$ cat src/rtl/emif_pkg.sv
// Shared types and constants for the asynchronous EMIF initiator.
package emif_pkg;

  typedef enum logic [2:0] {
    IDLE   = 3'd0,
    SETUP  = 3'd1,
    STROBE = 3'd2,
    HOLD   = 3'd3,
    TURN   = 3'd4
  } emif_state_t;

  localparam logic        CEN_IDLE    = 1'b1;
  localparam logic [1:0]  BYTEN_IDLE  = 2'b11;
  localparam logic [15:0] TIMEOUT_PAT = 16'hDEAD;

  // Right-rotate by one bit; the capture side left-rotates, so the
  // logical address round-trips unchanged.
  function automatic logic [23:0] ROT_ADDR(input logic [23:0] addr);
    return {addr[0], addr[23:1]};
  endfunction

endpackage

$ cat src/rtl/emif_phase_cnt.sv
// Loadable 8-bit down-counter with a zero flag; times each bus phase.
module emif_phase_cnt (
  input  logic       clk_100m,
  input  logic       rst_n,
  input  logic       load,
  input  logic [7:0] load_val,
  output logic       zero
);

  logic [7:0] cnt;

  // Load on phase entry, otherwise count down and stop at zero.
  always_ff @(posedge clk_100m or negedge rst_n) begin
    if (!rst_n) begin
      cnt <= 8'd0;
    end else if (load) begin
      cnt <= load_val;
    end else if (cnt != 8'd0) begin
      cnt <= cnt - 8'd1;
    end
  end

  assign zero = (cnt == 8'd0);

endmodule

$ cat src/rtl/emif_async_master.sv
// Asynchronous 16-bit EMIF initiator: converts a valid/ready request into a
// timed SETUP/STROBE/HOLD/TURN bus cycle. All bus pins are registered.
// Optional macro EMIF_ARDY_EN adds a synchronized ready input that stretches
// STROBE, bounded by a 4095-cycle wait timeout.
module emif_async_master
  import emif_pkg::*;
#(
  parameter int unsigned SETUP_CYC  = 2,
  parameter int unsigned STROBE_CYC = 4,
  parameter int unsigned HOLD_CYC   = 2,
  parameter int unsigned TA_CYC     = 2
) (
  input  logic        clk_100m,
  input  logic        rst_n,
  input  logic        req_valid,
  output logic        req_ready,
  input  logic        req_wr,
  input  logic [23:0] req_addr,
  input  logic [15:0] req_wdata,
  output logic        rsp_valid,
  output logic [15:0] rsp_rdata,
  output logic        busy,
  output logic [23:0] emif_addr_o,
  output logic [15:0] emif_data_o,
  output logic        emif_data_oe,
  input  logic [15:0] emif_data_i,
  output logic [1:0]  emif_byten_o,
  output logic        emif_cen_o,
  output logic        emif_wen_o,
  output logic        emif_oen_o
`ifdef EMIF_ARDY_EN
  ,
  input  logic        emif_ardy_i,
  output logic        ardy_timeout
`endif
);

  localparam logic [7:0] SETUP_LD  = 8'(SETUP_CYC - 1);
  localparam logic [7:0] STROBE_LD = 8'(STROBE_CYC - 1);
  localparam logic [7:0] HOLD_LD   = 8'(HOLD_CYC - 1);
  localparam logic [7:0] TA_LD     = 8'(TA_CYC - 1);

  emif_state_t state, state_nxt;
  logic        cnt_load;
  logic [7:0]  cnt_val;
  logic        cnt_zero;
  logic        lat_wr;
  logic        hs;
  logic        strobe_done;
  logic        timeout_hit;
  logic        strobe_end;

  assign req_ready  = (state == IDLE);
  assign busy       = (state != IDLE);
  assign hs         = req_valid & req_ready;
  assign strobe_end = (state == STROBE) && strobe_done;

  emif_phase_cnt u_phase_cnt (
    .clk_100m (clk_100m),
    .rst_n    (rst_n),
    .load     (cnt_load),
    .load_val (cnt_val),
    .zero     (cnt_zero)
  );

`ifdef EMIF_ARDY_EN
  logic        ardy_p0, ardy_p1;
  logic [11:0] wait_cnt;
  logic        wait_max;

  assign wait_max    = (wait_cnt == 12'hFFF);
  assign strobe_done = cnt_zero & (ardy_p1 | wait_max);
  assign timeout_hit = cnt_zero & ~ardy_p1 & wait_max;

  // Two-flop synchronizer for the asynchronous ready input.
  always_ff @(posedge clk_100m or negedge rst_n) begin
    if (!rst_n) begin
      ardy_p0 <= 1'b0;
      ardy_p1 <= 1'b0;
    end else begin
      ardy_p0 <= emif_ardy_i;
      ardy_p1 <= ardy_p0;
    end
  end

  // Count strobe-extension cycles; saturates at the timeout bound.
  always_ff @(posedge clk_100m or negedge rst_n) begin
    if (!rst_n) begin
      wait_cnt <= 12'd0;
    end else if (state != STROBE) begin
      wait_cnt <= 12'd0;
    end else if (cnt_zero && !ardy_p1 && !wait_max) begin
      wait_cnt <= wait_cnt + 12'd1;
    end
  end

  // One-cycle timeout pulse, aligned with the first HOLD cycle.
  always_ff @(posedge clk_100m or negedge rst_n) begin
    if (!rst_n) begin
      ardy_timeout <= 1'b0;
    end else begin
      ardy_timeout <= strobe_end & timeout_hit;
    end
  end
`else
  assign strobe_done = cnt_zero;
  assign timeout_hit = 1'b0;
`endif

  // State register.
  always_ff @(posedge clk_100m or negedge rst_n) begin
    if (!rst_n) begin
      state <= IDLE;
    end else begin
      state <= state_nxt;
    end
  end

  // Next-state decode; the phase counter is reloaded on every phase entry.
  always_comb begin
    state_nxt = state;
    cnt_load  = 1'b0;
    cnt_val   = 8'd0;
    case (state)
      IDLE: begin
        if (hs) begin
          state_nxt = SETUP;
          cnt_load  = 1'b1;
          cnt_val   = SETUP_LD;
        end
      end
      SETUP: begin
        if (cnt_zero) begin
          state_nxt = STROBE;
          cnt_load  = 1'b1;
          cnt_val   = STROBE_LD;
        end
      end
      STROBE: begin
        if (strobe_done) begin
          state_nxt = HOLD;
          cnt_load  = 1'b1;
          cnt_val   = HOLD_LD;
        end
      end
      HOLD: begin
        if (cnt_zero) begin
          state_nxt = TURN;
          cnt_load  = 1'b1;
          cnt_val   = TA_LD;
        end
      end
      TURN: begin
        if (cnt_zero) begin
          state_nxt = IDLE;
        end
      end
      default: state_nxt = IDLE;
    endcase
  end

  // Bus pins registered from the upcoming state; request fields captured on handshake.
  always_ff @(posedge clk_100m or negedge rst_n) begin
    if (!rst_n) begin
      emif_cen_o   <= CEN_IDLE;
      emif_wen_o   <= 1'b1;
      emif_oen_o   <= 1'b1;
      emif_byten_o <= BYTEN_IDLE;
      emif_addr_o  <= 24'd0;
      emif_data_o  <= 16'd0;
      emif_data_oe <= 1'b0;
      lat_wr       <= 1'b0;
    end else begin
      case (state_nxt)
        SETUP: begin
          emif_cen_o   <= 1'b0;
          emif_byten_o <= 2'b00;
          emif_wen_o   <= 1'b1;
          emif_oen_o   <= 1'b1;
        end
        STROBE: begin
          emif_wen_o <= ~lat_wr;
          emif_oen_o <= lat_wr;
        end
        HOLD: begin
          emif_wen_o <= 1'b1;
          emif_oen_o <= 1'b1;
        end
        default: begin
          emif_cen_o   <= CEN_IDLE;
          emif_byten_o <= BYTEN_IDLE;
          emif_wen_o   <= 1'b1;
          emif_oen_o   <= 1'b1;
          emif_data_oe <= 1'b0;
        end
      endcase
      if (hs) begin
        lat_wr      <= req_wr;
        emif_addr_o <= ROT_ADDR(req_addr);
        if (req_wr) begin
          emif_data_o  <= req_wdata;
          emif_data_oe <= 1'b1;
        end
      end
    end
  end

  // Read capture on the edge that ends STROBE; response strobes for one cycle.
  always_ff @(posedge clk_100m or negedge rst_n) begin
    if (!rst_n) begin
      rsp_valid <= 1'b0;
      rsp_rdata <= 16'd0;
    end else begin
      rsp_valid <= 1'b0;
      if (strobe_end && !lat_wr) begin
        rsp_valid <= 1'b1;
        rsp_rdata <= timeout_hit ? TIMEOUT_PAT : emif_data_i;
      end
    end
  end

endmodule
$ cat config.mk
export PLATFORM = sky130hd
export DESIGN_NAME = emif_async_master
export DESIGN_NICKNAME = d
export VERILOG_FILES = /design/src/rtl/emif_pkg.sv /design/src/rtl/emif_phase_cnt.sv /design/src/rtl/emif_async_master.sv
export SDC_FILE = /design/constraint.sdc
export NUM_CORES = 1
export LEC_CHECK = 0
export BUFFER_PORTS_ARGS = -buffer_cell sky130_fd_sc_hd__buf_4
export CORE_MARGIN = 2
export CORE_UTILIZATION = 25
export DETAILED_ROUTE_END_ITERATION = 10
export PLACE_DENSITY = 0.57
export SKIP_LAST_GASP = 1
export SLEW_MARGIN = 5
export SYNTH_ARGS = -nofsm -noshare
export SYNTH_HDL_FRONTEND = slang
export SYNTH_SLANG_ARGS = --single-unit
$ cat constraint.sdc
create_clock -name clk_100m -period 1.7 [get_ports clk_100m]
set_input_delay 0.085 -clock clk_100m [delete_from_list [all_inputs] [get_ports clk_100m]]
set_output_delay 0.085 -clock clk_100m [all_outputs]
set_load 0.005 [all_outputs]
# --- After elaboration in Yosys (flattened, before gate mapping) ---
# Index checks and enable logic that the tools add are counted.
word_totals:
  out_inout_bits: 65
  input_bits: 60
  word_cells: 58
  regBits: 75
op_classes:
  n_eq_ne: 7
  n_addsub: 1
  bitwise: 2
  muxes: 23
  n_reduce_logical: 13
ops:
  columns: ["cell", "n"]
  rows:
  - ["8-bit two-way mux", 2]
  - ["3-bit two-way mux", 5]
  - ["3-bit one-hot mux with 5 select lines", 1]
  - ["3-bit by 2-bit == test with 1-bit output, second input constant", 4]
  - ["1-bit two-way mux", 10]
  - ["8-bit logical NOT", 1]
  - ["8-bit nonzero test", 1]
  - ["8-bit by 1-bit subtractor with 8-bit output, second input constant", 1]
  - ["3-bit by 1-bit == test with 1-bit output, second input constant", 2]
  - ["2-bit one-hot mux with 3 select lines", 1]
  - ["3-bit OR reduction", 2]
  - ["1-bit one-hot mux with 2 select lines", 2]
  - ["2-bit one-hot mux with 2 select lines", 1]
  - ["2-bit OR reduction", 2]
  - ["3-bit == test, second input constant", 1]
  - ["3-bit logical NOT", 1]
  - ["3-bit nonzero test", 1]
  - ["1-bit logical AND", 2]
  - ["2-bit two-way mux", 1]
  - ["2-bit AND reduction", 1]
  - ["2-bit nonzero test", 1]
  - ["1-bit bitwise AND", 1]
  - ["1-bit logical NOT", 1]
  - ["1-bit NOT", 1]

# --- Logic depth before layout (Yosys ltp) ---
# Gate-level depths: netlist of the first run.
logic_depth:
  depth_word: 9
  depth_mapped: 6
  ltp_nobuf: 5

# --- By module ---
# A second synthesis of the first run with hierarchy kept.
hier_totals:
  cells_unflattened: 222
  area_unflattened_um2: 3078.0
by_module_without_submodules:
  columns: ["module", "n_inst", "cells_per_inst", "area_per_inst_um2", "seq_area_each_um2"]
  rows:
  - ["emif_async_master", 1, 168, 2601.2, 1630.3]
  - ["emif_phase_cnt", 1, 54, 476.7, 200.2]

# --- Worst setup path after synthesis of the first run ---
# Ideal clock, no wire load.
synth_timing:
  path_type: "reg-to-reg"
  startpoint: "register state[0]"
  endpoint: "register rsp_rdata[1]"
  setup_time_ns: 0.128
  period_less_slack_ns: 1.791
  slack_ns: -0.091
  stages_incl_launch_ff: 6
  arrival_ns: 1.664
  t_required_ns: 1.572
  n_path_buf: 2
  cell_sequence: "dfrtp_1 -> clkbuf_1 -> nor4b_1 -> nand3_2 -> buf_4 -> mux2_1"
synth_between:
  elab_chain_len: 3
synth_rtl:
  columns: ["element", "line_no", "rtl"]
  rows:
  - ["start, declared", "emif_async_master.sv:43", "emif_state_t state, state_nxt;"]
  - ["start signal, assigned", "emif_async_master.sv:115", "state <= state_nxt;"]
  - ["3-bit by 2-bit == test with 1-bit output", "emif_async_master.sv:56", "assign strobe_end = (state == STROBE) && strobe_done;"]
  - ["1-bit logical AND", "emif_async_master.sv:56", null]
  - ["1-bit logical AND", "emif_async_master.sv:215", "if (strobe_end && !lat_wr) begin"]
  - ["end signal, assigned", "emif_async_master.sv:217", "rsp_rdata <= timeout_hit ? TIMEOUT_PAT : emif_data_i;"]
  - ["end, declared", "emif_async_master.sv:21", "output logic [15:0] rsp_rdata,"]
# Every way passes these cells.
# A chain may end at the register's enable or synchronous reset.

# --- Final worst setup path of the first run ---
layout_timing:
  startpoint: "register u_phase_cnt.cnt[1]"
  endpoint: "register u_phase_cnt.cnt[5]"
layout_between:
  elab_chain_len: 4
  word_cells_on_any_way: 8
  classes_between: "add/sub (1); mux (4); reduce/logical (3)"
layout_rtl:
  columns: ["element", "line_no", "rtl"]
  rows:
  - ["start, declared", "emif_phase_cnt.sv:10", "logic [7:0] cnt;"]
  - ["start signal, assigned", "emif_phase_cnt.sv:17", "cnt <= load_val;"]
  - ["start signal, assigned", "emif_phase_cnt.sv:19", "cnt <= cnt - 8'd1;"]
  - ["parallel branches: the longest is 4 deep, another holds 8-bit by 1-bit subtractor with 8-bit output", null, null]
# Several ways; the timed one is not identified. The select of a mux whose other input is x is not followed.

==> results of run 1 <==
power by group:
group	total [mW]	switching, mW	leakage (nW)	internal (mW)
logic	3.76	1.55	1.56	2.21
clock network	1.91	0.698	0.152	1.21
registers	3.08	0.517	0.887	2.57
cell families after synthesis:
| family | synth area share (%) |
|---|---|
| multiplexers | 11.8 |
| adder cells (fa/ha/maj) | 0.820 |
| AO/OA/AOI/OAI | 7.46 |
| AND/OR/NAND/NOR | 16.5 |
| flip-flops | 60.0 |
| buffers and inverters | 3.40 |
synth_stat cells, types with 2 or more instances:
| master | number | area share [%] |
|---|---|---|
| nand2b_1 | 4 | 0.82 |
| nand2_1 | 76 | 9.3 |
| nor2_1 | 4 | 0.49 |
| nor3_1 | 2 | 0.33 |
| or3_1 | 2 | 0.41 |
| dfrtp_1 | 70 | 57 |
| a211o_1 | 2 | 0.57 |
| o21ai_0 | 9 | 1.5 |
| a21o_1 | 2 | 0.49 |
| clkbuf_1 | 10 | 1.2 |
| mux2_1 | 10 | 3.7 |
| dfstp_2 | 3 | 2.6 |
| o211ai_1 | 2 | 0.49 |
| ha_1 | 2 | 0.82 |
| buf_4 | 3 | 0.74 |
| buf_2 | 2 | 0.33 |
| a21oi_1 | 7 | 1.1 |
| inv_1 | 6 | 0.74 |
| or4_1 | 2 | 0.49 |
| nor4b_1 | 2 | 0.57 |
| mux2_2 | 22 | 8.1 |
metal layers:
metal  wire length [um]  vias to the layer above
met3                445                       17
met1               3650                     1298
met4                215                        0
li1                   -                     1326
met2               4190                      101
met5                  0                        -
metrics by stage:
stage                     power [mW]  cell area [um^2]  hold WS [ns]  setup TNS [ns]
after global placement          6.46              4350        0.0821               0
after floorplan                 4.61              3090        -0.211          -0.787
after detailed placement        6.54              4350        0.0852        -0.00999
after global routing            9.38              5330         0.206          -0.713
final                           8.75              5330         0.183               0
after CTS                       8.64              5250         0.162               0
path summary, 6_finish.rpt:
check / start / endpoint / depth (start not counted)
worst min-delay path: req_valid / emif_byten_o[0] / 4
worst max-delay path: u_phase_cnt.cnt[1] / u_phase_cnt.cnt[5] / 6
worst max register to register: u_phase_cnt.cnt[1] / u_phase_cnt.cnt[5] / 6
max in group asynchronous: rst_n / u_phase_cnt.cnt[1] / 3
min in group asynchronous: rst_n / rsp_rdata[11] / 2
worst min register to register: emif_addr_o[14] / emif_addr_o[14] / 2
final cells by class:
type / instances / share of cell area (%)
Clock buffer: 11 / 4.74
Tap cell: 147 / 3.45
Inverter: 6 / 0.423
Sequential cell: 73 / 34.4
Multi-Input combinational cell: 170 / 22.4
Clock inverter: 4 / 0.986
Timing Repair Buffer: 216 / 33.6
registers in the layout, summed over array words and instances (netlist names):
name and flops:
emif_addr_o 24, emif_byten_o 1, emif_data_o 16, emif_data_oe 1, emif_oen_o 1, emif_wen_o 1, lat_wr 1, rsp_rdata 16
rsp_valid 1, state 3, u_phase_cnt.cnt 8
worst register-to-register path: cells and delay by family (launching register included):
family | cells | cell delay [ns]
and+or+nand+nor | 1 | 0.40
adders and majority gates | 1 | 0.13
DFF | 1 | 0.38
AOI/OAI and AO/OA | 2 | 0.39
buffers and inverters | 2 | 0.27
repair_timing:
action                                  4_1_cts  5_1_grt
endpoints found under the hold margin        87        0
setup buffers                                 1        1
pin swaps                                     2        6
endpoints found under the setup margin        6       66
cloned                                        0        0
resized for setup                             3       17
hold buffers                                 58        0
==> flow_summary.json, run 1 <==
{
  "status": "completed",
  "ys_seq_area_share_pct": 60.0,
  "worstSkewPairLatency_ns": 0.33,
  "finalHoldViolations": 0,
  "vdd_drop_max_mv": 0.683,
  "place_ws_ns": -0.00918,
  "ys_ff_latch": 73,
  "grt_antenna_before_repair": 0,
  "start_kind": "register",
  "n_antenna_cell": 0,
  "crit_type": "reg -> reg",
  "drt-total-wl_um": 8490,
  "coreArea_um2": 12000,
  "power.leakage_nw": 2.60,
  "cts_buffers": 9,
  "start_util_pct": 25.5,
  "drc": 0,
  "fin_util_pct": 44.6,
  "syn_inst": 265,
  "synth_warnings": 0,
  "path_buf_inv": 2,
  "slew_headroom_pct": 68.9,
  "period_needed_ns": 1.68,
  "via_count": 2742,
  "grt_pass1_vias": 2810,
  "n_fill_cell": 1085,
  "seqCellArea_um2": 1830,
  "crit_path_end_kind": "register",
  "avgViaCountPerCell": 4.37,
  "portBuffers": 124,
  "avgSynthCellArea_um2": 11.5,
  "fin_crit_sh_pct": 99.1,
  "slew_viol_final": 0,
  "fin_worst_skew_ns": 0.00525,
  "drtAntennaViolNets": 0,
  "wl_per_cell_um": 13.5,
  "grt_pass1_wl_um": 13300,
  "synth_edf_count": 0,
  "die_area_um2": 13100,
  "fin_nets": 538,
  "clock.fmax_mhz": 594,
  "syn_area_um2": 3050,
  "clkTransAtPathRegs_ns": 0.06,
  "final_cell_mix": "buf_4, nand2_1, dfrtp_1",
  "tightestPinTransition_ns": 0.467,
  "postSynthNetCount": 327,
  "gr-usage-all-layers_pct": 13.0,
  "reg2reg_slack_ns": 0.02,
  "gp_congestion": 0.793,
  "async_flop_share_pct": 100,
  "powerDensity_nw_per_um2": 1640,
  "worst_slack_ns": 0.0160,
  "area_delta_synth_final_pct": 74.6,
  "arrival_ns": 1.89,
  "cp_top_family": "simple AND/OR/NAND/NOR gates",
  "cp_max_fo": 6,
  "final_common_cell": "buf_4",
  "grtUsageMet1_pct": 15.8,
  "clockBufferDepth": 2,
  "overflow": 0,
  "clock-root-buffer": "clkbuf_16",
  "slowest_delay_ns": 0.40,
  "htree_levels": 3,
  "worstPathRequired_ns": 1.91,
  "die_h_um": 114,
  "grt_max_degree": 37,
  "synth.distinct_cells": 44,
  "rsz0062_at_grt": "true",
  "stdcell_count": 627,
  "maxCapViolCount": 0,
  "hpwlAfterDp_um": 5650,
  "cts_sinks": 73,
  "ioPinCount": 125,
  "use_met3_pct": 3.49,
  "path_cells": "inv_2 -> ha_4 -> or3b_4 -> o41ai_4 -> buf_6 -> a21oi_2",
  "grt_use_met2_pct": 21.7,
  "die_w_um": 114,
  "ys.flop_type": "dfrtp_1",
  "min_path_type": "in -> reg",
  "drive_above_1_share_pct": 46.0,
  "cpMaxStageDelayCell": "or3b_4",
  "dp_cells": 552,
  "grt-busiest-layer": "met2",
  "num_rows": 40,
  "multi_input_area_um2": 1200,
  "cts_tree": "built",
  "drt-pass1-iter-count": 4,
  "drt_iter0_drc": 170,
  "setup-violations-final": 0
}
(Power assumes the default switching activity.)
==> run 2: changes to the inputs <==
Settings changed: CORE_MARGIN 2 to unset.
==> run 2 against run 1 <==
  * The flow now finishes with violations (negative setup slack)
  * Final cell count down 0.64%
  * Design area down 0.94%
  * Clock skew up 0.00065 ns
  * Critical path depth down 2
  * Utilization up 0.71 points
  * Setup slack worse by 0.027 ns
  * Sequential power about the same
  * Power down 1.9%
  * Worst hold slack worse by 0.15 ns
  * Critical endpoint unchanged
  * Largest power group unchanged
==> flow_summary.json, run 2 (synthesis gave the netlist of run 1 again) <==
{
  "status": "complete, but fails checks",
  "violations": "negative setup slack",
  "powerDensity_nw_per_um2": 1630,
  "ioPinCount": 125,
  "min-delay-start": "req_wr",
  "worst_hold_slack_ns": 0.0313,
  "final_common_cell": "buf_4",
  "hold_depth": 2,
  "hold-path-endpoint": "emif_data_oe",
  "drive_above_1_share_pct": 44.8,
  "worst_r2r_path_depth": 4,
  "largest_register_ffs": 24,
  "via_count": 2756,
  "htree_levels": 3,
  "worst_slack_ns": -0.0106,
  "wl_per_cell_um": 13.7,
  "drc": 0,
  "switching_power_mw": 2.72,
  "setup-violations-final": 3,
  "crit_path_end_kind": "register",
  "area_delta_synth_final_pct": 73.0,
  "cts_tree": "built",
  "drt_iter0_drc": 140,
  "n_fill_cell": 1037,
  "clock.fmax_mhz": 585,
  "avgViaCountPerCell": 4.42,
  "fin_crit_sh_pct": 101,
  "n_antenna_cell": 0,
  "portBuffers": 124,
  "finalHoldViolations": 0,
  "reg_top3": "emif_addr_o (24), emif_data_o (16), rsp_rdata (16)",
  "crit_type": "reg -> reg",
  "maxCapViolCount": 0,
  "intPower_mw": 5.87,
  "coreArea_um2": 11700,
  "r2r-start": "u_phase_cnt.cnt[4]",
  "fin_nets": 538,
  "vdd_drop_max_mv": 0.624,
  "fin_util_pct": 45.3,
  "clkTransAtPathRegs_ns": 0.05,
  "start_util_pct": 26.2,
  "r2r_end": "u_phase_cnt.cnt[5]",
  "power.share.clock_pct": 21.2,
  "grt_pass1_wl_um": 13900,
  "die_area_um2": 12700,
  "largest_register": "emif_addr_o",
  "drt-total-wl_um": 8540,
  "final_cell_mix": "buf_4, nand2_1, dfrtp_1",
  "die_h_um": 112,
  "grt_pass1_vias": 2879,
  "reg2reg_slack_ns": -0.01,
  "gp_congestion": 0.784,
  "min_path_type": "in -> reg",
  "clockBufferDepth": 2,
  "tightestPinTransition_ns": 0.555,
  "slew_viol_final": 0,
  "drtAntennaViolNets": 0,
  "cts_buffers": 9,
  "drt-pass1-iter-count": 7,
  "grt_antenna_before_repair": 0,
  "slew_headroom_pct": 63.0,
  "num_rows": 39,
  "grt_max_degree": 42,
  "fin_worst_skew_ns": 0.00590,
  "arrival_ns": 1.91,
  "worstPathRequired_ns": 1.90,
  "rsz0062_at_grt": "true",
  "hpwlAfterDp_um": 5310,
  "clock-root-buffer": "clkbuf_16",
  "gr-usage-all-layers_pct": 14.1,
  "cts_sinks": 73,
  "start_kind": "register",
  "die_w_um": 112,
  "overflow": 0,
  "combPwrFrac_pct": 42.8,
  "worstSkewPairLatency_ns": 0.32,
  "period_needed_ns": 1.71,
  "power.total_mw": 8.59,
  "swShare_pct": 31.7,
  "seq_power_share_pct": 36.0,
  "power.leakage_nw": 2.59,
  "cp_max_fo": 4
}
==> run 2: power by group through the flow <==
stage          clock network [mW]  logic, mW  registers (mW)
6_report                     1.82       3.68            3.09
5_1_grt                      1.96       4.02            3.21
4_1_cts                      1.89       3.54            3.07
3_5_place_dp                    0       3.42            3.08
3_3_place_gp                    0       3.39            3.06
2_1_floorplan                   0       1.52            3.08
==> run 2: worst max path at each step <==
stage / startpoint / endpoint / slack (ns) / depth (start not counted)
2_1_floorplan: u_phase_cnt.cnt[3] / rsp_rdata[1] / -0.08 / 5
3_3_place_gp: state[0] / emif_addr_o[14] / -0.02 / 4
3_5_place_dp: state[0] / emif_addr_o[23] / -0.04 / 4
4_1_cts: u_phase_cnt.cnt[4] / u_phase_cnt.cnt[7] / -0.03 / 3
5_1_grt: u_phase_cnt.cnt[1] / u_phase_cnt.cnt[6] / -0.04 / 6
6_report: u_phase_cnt.cnt[4] / u_phase_cnt.cnt[5] / -0.01 / 4
==> run 2: worst max-delay path, cell delays in order (launching register included) <==
cell and delay (ns):
dfrtp_1 0.40, or4_4 0.59, o41ai_4 0.37, buf_4 0.19, a21oi_1 0.04
==> run 2: metal layers <==
metal | vias up | wire length (um) | GRT usage (%)
met2 | 100 | 4410 | 26.0
li1 | 1327 | - | -
met5 | - | 0 | 0
met1 | 1320 | 3570 | 15.7
met4 | 0 | 99 | 4.62
met3 | 9 | 461 | 3.78
==> run 2: final cells by class <==
class,instances,area [um^2],area share (%)
Timing Repair Buffer,215,1780,33.7
Sequential cell,73,1830,34.7
Inverter,6,22.5,0.427
Clock inverter,5,57.6,1.09
Clock buffer,10,229,4.34
Multi-Input combinational cell,171,1180,22.4
Tap cell,143,179,3.39
==> run 2: repair_timing <==
item | in CTS | in global routing
buffers inserted | 0 | 3
resized for setup | 3 | 9
endpoints found under the hold margin | 91 | 0
setup endpoints to repair | 31 | 21
hold buffers | 57 | 0
pin swaps | 1 | 5
gates cloned | 0 | 1
==> run 2: per-stage QoR <==
step / instances / instance area (um^2) / worst slack, ns / setup TNS [ns]
2_1_floorplan: 265 / 3090 / -0.0805 / -0.787
3_3_place_gp: 547 / 4330 / -0.0160 / -0.218
3_5_place_dp: 547 / 4330 / -0.0421 / -0.603
4_1_cts: 619 / 5200 / -0.0267 / -0.0267
5_1_grt: 623 / 5280 / -0.0364 / -0.340
6_report: 623 / 5280 / -0.0106 / -0.0141
==> run 3: changes to the inputs <==
Settings changed: SYNTH_HIERARCHICAL set to 1.
==> run 3 against run 2 <==
  * The run still ends with negative setup slack left
  * Area after synthesis rose by 0.86%
  * Sequential share of layout area fell by 1.7 points
  * Non-clock buffer count rose by 2
  * Routed wire length fell by 4.0%
  * First-iteration DRC count rose by 2.1%
  * Die area rose by 0.85%
  * Design area rose by 5.1%
  * Combinational power fell by 26%
  * Global-route usage fell by 1.1 points
  * Critical path type unchanged
  * Sequential power fell by 12%
  * Power fell by 12%
==> flow_summary.json, run 3 <==
{
  "cts_tree": "built",
  "drt-pass1-iter-count": 4,
  "dpl_cell_area_um2": 4410,
  "min_path_type": "in -> reg",
  "ys_ff_latch": 73,
  "worstSkewPairLatency_ns": 0.33,
  "worst_slack_ns": -0.451,
  "cts_sinks": 73,
  "crit_type": "reg -> reg",
  "die_h_um": 113,
  "reg_top3": "emif_addr_o (24), emif_data_o (16), rsp_rdata (16)",
  "maxCapViolCount": 0,
  "dp_cells": 512,
  "rsz0062_at_grt": "true",
  "synth_edf_count": 0,
  "clock.fmax_mhz": 465,
  "worst_r2r_path_depth": 8,
  "violations": "negative setup slack",
  "drc": 0,
  "synthTopCellsByArea": "dfrtp_1, mux2_2, mux2_4",
  "gr-usage-all-layers_pct": 13.1,
  "synth_largest_area_cell": "dfrtp_1",
  "area_delta_synth_final_pct": 80.3,
  "gp_congestion": 0.749,
  "r2r-start": "u_phase_cnt/cnt[1]",
  "finalHoldViolations": 0,
  "ioPinCount": 125,
  "grt_antenna_before_repair": 0,
  "largest_register_ffs": 24,
  "clockBufferDepth": 2,
  "syn_area_um2": 3080,
  "stdcell_area_um2": 5550,
  "drt-total-wl_um": 8200,
  "slew_headroom_pct": 58.0,
  "syn_inst": 222,
  "start_util_pct": 25.6,
  "fin_crit_sh_pct": 127,
  "synth_common_cells": "dfrtp_1, mux2_2, nand2_1, mux2_4",
  "clkTransAtPathRegs_ns": 0.06,
  "crit_path_end_kind": "register",
  "final_cell_mix": "buf_4, dfrtp_1, dlygate4sd3_1",
  "ys_seq_area_share_pct": 59.5,
  "grt_max_degree": 36,
  "place_ws_ns": -0.469,
  "status": "complete, but fails checks",
  "n_antenna_cell": 0,
  "overflow": 0,
  "clock-root-buffer": "clkbuf_16",
  "power.leakage_nw": 2.64,
  "grt_pass1_vias": 2662,
  "via_count": 2576,
  "final_common_cell": "buf_4",
  "worstPathRequired_ns": 1.92,
  "cts_buffers": 9,
  "portBuffers": 124,
  "stdcell_count": 593,
  "synth_warnings": 6,
  "vdd_drop_max_mv": 0.859,
  "synth_top_area_share_pct": 56.9,
  "avgViaCountPerCell": 4.34,
  "synth.most_common_cell": "dfrtp_1",
  "synth.distinct_cells": 45,
  "async_flop_share_pct": 100,
  "die_w_um": 113,
  "grt_pass1_wl_um": 12900,
  "cp_max_fo": 4,
  "drive_above_1_share_pct": 59.2,
  "hold_depth": 2,
  "reg2reg_slack_ns": -0.45,
  "tightestPinTransition_ns": 0.624,
  "setup-violations-final": 31,
  "hpwlAfterDp_um": 5110,
  "n_fill_cell": 1041,
  "avgSynthCellArea_um2": 13.9,
  "start_kind": "register",
  "htree_levels": 3,
  "arrival_ns": 2.37,
  "hold-path-endpoint": "emif_data_oe",
  "period_needed_ns": 2.15,
  "ys.flop_type": "dfrtp_1",
  "slew_viol_final": 0,
  "drt_iter0_drc": 143,
  "wl_per_cell_um": 13.8,
  "powerDensity_nw_per_um2": 1360,
  "drtAntennaViolNets": 0,
  "die_area_um2": 12800,
  "min-delay-start": "req_wr",
  "num_rows": 40,
  "fin_nets": 502,
  "coreArea_um2": 12000,
  "fin_worst_skew_ns": 0.00423,
  "largest_register": "emif_addr_o",
  "r2r_end": "rsp_rdata[3]"
}
-- run 3: changes by cell type in the layout (fill, tap and decap cells not counted), sizes merged, moves of 2 or more --
cell	change
nand2	-66
mux2	+25
conb	+6
nand2b	-4
nor2	+4
o21ai	-3
a211o	-2
a21o	-2
clkinv	-2
nor3	+2
o211ai	-2
o31ai	+2
-- run 3: what timing repair did --
item	in CTS	in global routing
setup endpoints to repair	32	54
hold buffers	57	0
pin swaps	6	5
cloned	1	1
endpoints found under the hold margin	126	0
setup buffers	3	4
resized for setup	28	14
-- run 3: area by class of cell --
class                           count  area, um^2  share of cell area [%]
Inverter                            6        22.5                   0.406
Timing Repair Buffer              217        1870                    33.6
Multi-Input combinational cell    134        1320                    23.7
Clock buffer                       10         239                    4.31
Sequential cell                    73        1830                    33.0
Tap cell                          147         184                    3.31
Clock inverter                      6        90.1                    1.62
-- run 3: how the worst max path moves through the flow --
stage | start | to | slack, ns | cells past startpoint
2_1_floorplan | u_phase_cnt/cnt[0] | rsp_rdata[10] | -0.70 | 11
3_3_place_gp | u_phase_cnt/cnt[0] | rsp_rdata[1] | -0.41 | 8
3_5_place_dp | u_phase_cnt/cnt[0] | rsp_rdata[15] | -0.47 | 8
4_1_cts | u_phase_cnt/cnt[1] | rsp_rdata[15] | -0.46 | 8
5_1_grt | u_phase_cnt/cnt[0] | rsp_rdata[3] | -0.55 | 8
6_report | u_phase_cnt/cnt[1] | rsp_rdata[3] | -0.45 | 8
-- run 3: routing by layer --
layer  up-vias  share of wire, %  track usage (%)
li1       1223                 -                -
met1      1241                44             15.3
met2       103                48             22.4
met3         9               6.7             4.50
met4         0               1.4             4.21
met5         -                 0                0
-- run 3: critical path, cell delays in order (launching register included) --
cell	delay [ns]
dfrtp_1	0.39
inv_2	0.08
ha_4	0.13
or3b_4	0.39
nor2_4	0.09
nor2b_4	0.14
and4b_4	0.32
clkbuf_16	0.17
mux2_2	0.32
-- run 3: per-stage QoR --
stage                     total power [mW]  TNS (ns)  hold slack (ns)  utilization, %
after detailed placement              5.15    -10.66          -0.0147            36.7
final                                 7.53     -9.73           0.0141            46.2
after global routing                  7.98    -13.21          0.00965            46.2
after CTS                             7.52     -9.84          0.00192            45.4
after global placement                5.09     -9.28          -0.0119            36.7
after floorplan                       3.78    -14.35           -0.211               -
-- run 3: cell families (layout without fill, tap and decap cells) --
| family | after synthesis | after routing | share of synthesized area (%) |
|---|---|---|---|
| DFF | 73 | 73 | 59.5 |
| muxes | 57 | 57 | 22.0 |
| and+or+nand+nor | 41 | 41 | 7.76 |
| AOI/OAI and AO/OA | 28 | 28 | 5.94 |
| buffers and inverters | 20 | 239 | 4.07 |
| adders and majority gates | 1 | 1 | 0.406 |
| other | 1 | 6 | 0.122 |
| xor gates and xnor gates | 1 | 1 | 0.285 |
-- run 3: where the power goes --
group / leakage, nW / internal (mW) / total (mW) / switching (mW)
Clock: 0.159 / 1.33 / 2.08 / 0.754
Combinational: 1.57 / 1.73 / 2.74 / 1.01
Sequential: 0.913 / 2.36 / 2.71 / 0.348
Total: 2.64 / 5.42 / 7.53 / 2.11
